--- src/rtl/mux2_arb_pkg.sv ---
// Shared types and constants for the two-input stream arbiter.
package mux2_arb_pkg;

    typedef enum logic [1:0] {
        ARB_IDLE   = 2'd0,
        ARB_GRANT0 = 2'd1,
        ARB_GRANT1 = 2'd2
    } arb_state_t;

    localparam logic SEL_IN0 = 1'b0;
    localparam logic SEL_IN1 = 1'b1;

    // Arbitration decision taken from IDLE; on contention the requester
    // that did not hold the previous grant wins.
    function automatic arb_state_t arb_pick(input logic v0, input logic v1,
                                            input logic last_grant);
        arb_state_t pick;
        pick = ARB_IDLE;
        if (v0 && v1) begin
            pick = (last_grant == SEL_IN1) ? ARB_GRANT0 : ARB_GRANT1;
        end else if (v0) begin
            pick = ARB_GRANT0;
        end else if (v1) begin
            pick = ARB_GRANT1;
        end
        return pick;
    endfunction

endpackage

--- src/rtl/mux2_stream_arbiter_mux.sv ---
// Single-bit 2:1 mux primitive; y follows a1 when s is high, else a0.
module mux2_stream_arbiter_mux (
    input  logic a0,
    input  logic a1,
    input  logic s,
    output logic y
);

    assign y = s ? a1 : a0;

endmodule

--- src/rtl/mux2_stream_arbiter.sv ---
// Round-robin packet arbiter sharing a 2:1 payload mux with one registered output stage.
// Optional per-grant beat limit is enabled by defining ARB_BURST_LIMIT_EN.
module mux2_stream_arbiter
    import mux2_arb_pkg::*;
#(
    parameter int DATA_W    = 8,
    parameter int MAX_BURST = 4
) (
    input  logic              clk,
    input  logic              rst,
    input  logic              in0_valid,
    input  logic [DATA_W-1:0] in0_data,
    input  logic              in0_last,
    output logic              in0_ready,
    input  logic              in1_valid,
    input  logic [DATA_W-1:0] in1_data,
    input  logic              in1_last,
    output logic              in1_ready,
    output logic              out_valid,
    output logic [DATA_W-1:0] out_data,
    output logic              out_last,
    input  logic              out_ready,
    output logic              sel,
    output logic              busy
);

    localparam int PW = DATA_W + 1;

    generate
        if (MAX_BURST < 1) begin : g_bad_burst
            $error("MAX_BURST must be at least 1");
        end
    endgenerate

    arb_state_t        state_q, state_d;
    logic              last_grant_q, last_grant_d;
    logic              out_valid_q, out_valid_d;
    logic [DATA_W-1:0] out_data_q, out_data_d;
    logic              out_last_q, out_last_d;

    logic [PW-1:0]     mux_a0, mux_a1, mux_y;
    logic              xfer;
    logic              beat_last;
    logic              burst_done;
    logic              release_grant;

    // Payload and last flag share the same per-bit mux column.
    assign mux_a0 = {in0_last, in0_data};
    assign mux_a1 = {in1_last, in1_data};

    generate
        for (genvar i = 0; i < PW; i++) begin : g_mux
            mux2_stream_arbiter_mux u_mux (
                .a0 (mux_a0[i]),
                .a1 (mux_a1[i]),
                .s  (sel),
                .y  (mux_y[i])
            );
        end
    endgenerate

    assign beat_last     = mux_y[DATA_W];
    assign xfer          = (in0_valid & in0_ready) | (in1_valid & in1_ready);
    assign release_grant = xfer & (beat_last | burst_done);

`ifdef ARB_BURST_LIMIT_EN
    localparam int                CNT_W       = $clog2(MAX_BURST + 1);
    localparam logic [CNT_W-1:0]  BURST_FINAL = CNT_W'(MAX_BURST - 1);

    logic [CNT_W-1:0] beat_cnt_q, beat_cnt_d;

    always_comb begin
        beat_cnt_d = beat_cnt_q;
        if (state_q == ARB_IDLE) begin
            beat_cnt_d = '0;
        end else if (xfer) begin
            beat_cnt_d = beat_cnt_q + 1'b1;
        end
    end

    // The beat now transferring is the last one this grant may carry.
    assign burst_done = (beat_cnt_q == BURST_FINAL);

    always_ff @(posedge clk) begin
        if (rst) begin
            beat_cnt_q <= '0;
        end else begin
            beat_cnt_q <= beat_cnt_d;
        end
    end
`else
    assign burst_done = 1'b0;
`endif

    always_ff @(posedge clk) begin
        if (rst) begin
            state_q      <= ARB_IDLE;
            last_grant_q <= SEL_IN1;
        end else begin
            state_q      <= state_d;
            last_grant_q <= last_grant_d;
        end
    end

    always_comb begin
        state_d      = state_q;
        last_grant_d = last_grant_q;
        case (state_q)
            ARB_IDLE: begin
                state_d = arb_pick(in0_valid, in1_valid, last_grant_q);
            end
            ARB_GRANT0, ARB_GRANT1: begin
                if (release_grant) begin
                    state_d      = ARB_IDLE;
                    last_grant_d = sel;
                end
            end
            default: begin
                state_d = ARB_IDLE;
            end
        endcase
    end

    // Ready is masked during reset so no beat is taken in a reset cycle.
    always_comb begin
        sel       = SEL_IN0;
        busy      = 1'b0;
        in0_ready = 1'b0;
        in1_ready = 1'b0;
        case (state_q)
            ARB_GRANT0: begin
                busy      = 1'b1;
                in0_ready = ~rst & (out_ready | ~out_valid_q);
            end
            ARB_GRANT1: begin
                sel       = SEL_IN1;
                busy      = 1'b1;
                in1_ready = ~rst & (out_ready | ~out_valid_q);
            end
            default: begin
                sel = SEL_IN0;
            end
        endcase
    end

    always_comb begin
        out_valid_d = out_valid_q;
        out_data_d  = out_data_q;
        out_last_d  = out_last_q;
        if (xfer) begin
            out_valid_d = 1'b1;
            out_data_d  = mux_y[DATA_W-1:0];
            out_last_d  = beat_last;
        end else if (out_ready) begin
            out_valid_d = 1'b0;
        end
    end

    always_ff @(posedge clk) begin
        if (rst) begin
            out_valid_q <= 1'b0;
            out_data_q  <= '0;
            out_last_q  <= 1'b0;
        end else begin
            out_valid_q <= out_valid_d;
            out_data_q  <= out_data_d;
            out_last_q  <= out_last_d;
        end
    end

    assign out_valid = out_valid_q;
    assign out_data  = out_data_q;
    assign out_last  = out_last_q;

endmodule

--- config.mk ---
export PLATFORM = sky130hd
export DESIGN_NAME = mux2_stream_arbiter
export DESIGN_NICKNAME = d
export VERILOG_FILES = /design/src/rtl/mux2_arb_pkg.sv /design/src/rtl/mux2_stream_arbiter_mux.sv /design/src/rtl/mux2_stream_arbiter.sv
export SDC_FILE = /design/constraint.sdc
export NUM_CORES = 1
export LEC_CHECK = 0
export ABC_CLOCK_PERIOD_IN_PS = 5000
export CORE_UTILIZATION = 40
export CTS_CLUSTER_SIZE = 8
export DETAILED_ROUTE_END_ITERATION = 12
export GPL_TIMING_DRIVEN = 1
export HOLD_SLACK_MARGIN = 0.06
export PLACE_DENSITY = 0.76
export SYNTH_ARGS = -nofsm -noshare
export SYNTH_HDL_FRONTEND = slang
export SYNTH_HIERARCHICAL = 1
export SYNTH_SLANG_ARGS = --single-unit
export TNS_END_PERCENT = 30
--- constraint.sdc ---
create_clock -name clk -period 5 [get_ports clk]
set_input_delay 0.5 -clock clk [delete_from_list [all_inputs] [get_ports clk]]
set_output_delay 0.5 -clock clk [all_outputs]
set_load 0.05 [all_outputs]
==> summary by stage <==
Pwr
The power density relative to cell area is 246 nW/µm². The leakage power total is approximately 0.43 nW. Across the VDD grid, the largest voltage drop is 141 µV.

The total power consumption of the routed design is ~0.00029 W.

CTS
Clock tree synthesis found a total of 13 sinks. The buffer cell driving the clock tree root is sky130_fd_sc_hd__clkbuf_4. The post-CTS setup repair buffer count is 0. Gates resized during post-CTS repair numbered 0. The CTS H-tree depth is 1. The source-to-sink clock delay at the later pin of the worst-skew pair is 0.27 ns. The clock-pin slew on the worst setup and hold paths is 0.08 ns. The CTS tree is done.

The deepest clock path buffer count is 2. Clock tree synthesis inserted a total of 3 buffers. The count of hold-fix buffers inserted at cts is 0.

STA
The maximum clock frequency is 301 MHz. The number of max-slew violations in the final report is 0. Dividing the final minimum period by the clock period gives 0.665. The worst slew margin relative to its limit is 0.384. Hold is met by 0.477 ns. The post-route setup TNS is 0 ns. The post-route minimum period is 3.33 ns. For the pin with the worst max-slew slack, the measured transition is 0.924 ns. Setup repair after global routing left no endpoint under its margin. The number of hold violations in the final report was 0. Setup violations remaining at the end of the flow were counted as 0. The post-route clock skew is between 0.0015 and 0.002 ns.

Hold path
The class of the most critical hold timing path is reg -> reg.

Die
Measured along the y axis, the die boundary spans 46.8 µm. The die outline width is 46.8 µm. In this run the standard cell core region covers 1800 µm². The placement row count is 15.

For this configuration, the core starts out at a cell density of 0.445. The floorplan step defined a die boundary enclosing 2190 µm². The number of placed I/O pins is 37.

Finish
The footprint of the multi-input gates is between 400 and 500 µm². The layout has 163 filler cells. The share of post-route cells with drive strength above 1 is 0.110. In the final layout, flip-flops and latches occupy 260 µm². From synthesis to final layout, the design area changed by 47.4%. The final layout contains 145 nets. The number of antenna diodes in the final layout is 0.

Synthesis
The average footprint of a synthesized cell is 9.44 µm². The unique cell type count in the Yosys netlist is 24. The XOR/XNOR share of the synthesized area is 0.

Synthesis inferred 13 register bits. By area, the combinational part of the netlist is dominated by compound AO/OA/AOI/OAI gates. The biggest area contributor in the post-synthesis netlist is sky130_fd_sc_hd__dfxtp_1. Of the total synthesized cell area, the portion taken by AND, OR, NAND and NOR gates is 0.154. The area of the mapped netlist is 802 µm².

During synthesis, Yosys emitted a total of 6 warnings. Measured against the total synthesized area, the mux share comes to 0.193. By area the synthesized netlist is led by sky130_fd_sc_hd__dfxtp_1, sky130_fd_sc_hd__mux2_4, sky130_fd_sc_hd__o31ai_1, sky130_fd_sc_hd__a21oi_1, sky130_fd_sc_hd__nand4_1. The adder and majority cell fraction of the synthesized area is 0.0468. The sequential share of the synthesized area is 0.324. The area fraction of the dominant cell type after synthesis is 0.324. The compound-cell area share of the yosys netlist is 0.211. The net count after synthesis is approximately 110. The synthesized netlist cell count is 85.

Status
The flow ran to the end, and the final reports show no timing, DRC or antenna violations.

Route
After the first detailed-routing iteration, the DRC count stood at 29. The final antenna-violating net count is 0. The final wirelength is ~1.9 mm. For this run, the detailed router's first-pass iteration total came to 4. The average wire per standard cell is 13.2 µm. After detailed routing, the number of vias per cell comes to 5.70. Summing over every cut layer, the via total after detailed routing is around 820. The post-detailed-route DRC marker count is 0.

Setup path
The critical path endpoint category is a primary output. The worst-case register-to-register setup slack is 2.78 ns. For this design, the slowest cell found on the critical path is sky130_fd_sc_hd__clkdlybuf4s50_1. The critical path ends at in0_ready.

The largest fanout on the critical path is 24. The signal on the critical path passes through clkdlybuf4s50_1 > inv_1 > and3_1 > clkdlybuf4s50_1. The terminus of the critical flop-to-flop path is last_grant_q. The largest single stage delay on the critical path is 0.98 ns. STA classifies the critical path startpoint as a primary input.

The number of cell instances on the worst register-to-register path is 5. The worst register-to-register path begins at state_q[0]. The worst setup path is of the in -> out kind. The library cell appearing most often on the critical path is sky130_fd_sc_hd__clkdlybuf4s50_1. STA puts the critical path data arrival time at around 2.8 ns.

For the worst setup path, the data required time is 4.50 ns. The beginning of the critical path is rst.

Job
The number of max-cap violations is 0.

GRT
The initial antenna violation count came to 0. Across every metal layer, demand over resource in global routing totals 0.189. The overall overflow remaining after global route is 0. The maximum number of pins on one net before global-route repair is 25. The number of global-route vias before repair is 719. The first global-routing pass estimated 2.98 mm of wire.

Place
The wire-length estimate of the detail-placed layout is about 1.4 mm. During placement, the flow inserted port buffers numbering 36. The weighted congestion at the end of routability-driven global placement is 0.757.
-- cell type report --
type                            count  share of cell area
Multi-Input combinational cell     60               0.411
Inverter                            5              0.0159
Clock buffer                        4              0.0222
Timing Repair Buffer               36               0.305
Sequential cell                    13               0.220
Tap cell                           25              0.0265
-- routing by layer --
layer  share of wire  track usage  up-vias
met1            0.42        0.248      384
met2            0.51        0.308       37
met3           0.045       0.0269        4
met5               0            0        -
li1                -            -      390
met4           0.017       0.0857        0
-- where the power goes --
part	internal, W	switching, W
Clock	0.0000309	0.0000355
Sequential	0.000109	0.00000370
Combinational	0.0000516	0.0000596
-- synthesized netlist by cell type, drive strengths merged --
| master | instances |
|---|---|
| clkbuf | 2 |
| nand2 | 4 |
| buf | 5 |
| a22o | 1 |
| nand3 | 3 |
| or2b | 1 |
| a21oi | 10 |
| nand2b | 1 |
| o41ai | 1 |
| o31ai | 9 |
| inv | 5 |
| and3 | 1 |
| a22oi | 1 |
| nor3 | 1 |
| mux2 | 9 |
| a31o | 1 |
| ha | 3 |
| nand4 | 8 |
| dfxtp | 13 |
| nor2b | 3 |
| o311ai | 1 |
| mux2i | 2 |
-- layout by cell type, fill, tap and decap left out, types with 2 or more instances in the layout --
master,instances
sky130_fd_sc_hd__a21oi_1,10
sky130_fd_sc_hd__mux2_4,9
sky130_fd_sc_hd__nand3_1,3
sky130_fd_sc_hd__nand2_1,4
sky130_fd_sc_hd__o31ai_1,9
sky130_fd_sc_hd__mux2i_1,2
sky130_fd_sc_hd__clkbuf_4,3
sky130_fd_sc_hd__inv_1,5
sky130_fd_sc_hd__dfxtp_1,13
sky130_fd_sc_hd__nand4_1,8
sky130_fd_sc_hd__clkdlybuf4s50_1,36
sky130_fd_sc_hd__ha_1,3
sky130_fd_sc_hd__nor2b_1,3
-- stage by stage --
| stage | util | cell area, µm² | instances | worst slack (ns) |
|---|---|---|---|---|
| 2_1_floorplan | - | 802 | 85 | 2.05 |
| 4_1_cts | 0.656 | 1180 | 143 | 1.72 |
| 3_5_place_dp | 0.642 | 1160 | 139 | 1.71 |
| 5_1_grt | 0.656 | 1180 | 143 | 1.55 |
| 3_3_place_gp | 0.642 | 1160 | 139 | 1.78 |
| 6_report | 0.656 | 1180 | 143 | 1.67 |
-- flip-flops by register name (all words and copies together), names as in the netlist --
name and flops:
last_grant_q 1, out_data 8, out_last 1, state_q 2
out_valid 1
-- worst min path at each step --
stage	slack, ns	endpoint	startpoint	cells after the start
finish	0.48	out_last	out_last	2
floorplan	0.45	state_q[1]	state_q[1]	2
global placement	0.46	out_data[7]	out_data[7]	2
global route	0.50	out_data[7]	out_data[7]	2
CTS	0.48	out_data[7]	out_data[7]	2
detailed placement	0.47	out_data[0]	out_data[0]	2
-- cells by family after synthesis --
logic type / after synthesis
flip-flops: 13
AND/OR/NAND/NOR: 22
adder cells (fa/ha/maj): 3
buffers and inverters: 12
AO/OA/AOI/OAI: 24
multiplexers: 11
-- critical path: cells and delay by family --
kind	cells	cell delay, ns
buf+inv	3	2.05
simple gates	1	0.27
No activity file was read; power rests on OpenSTA's default activity.
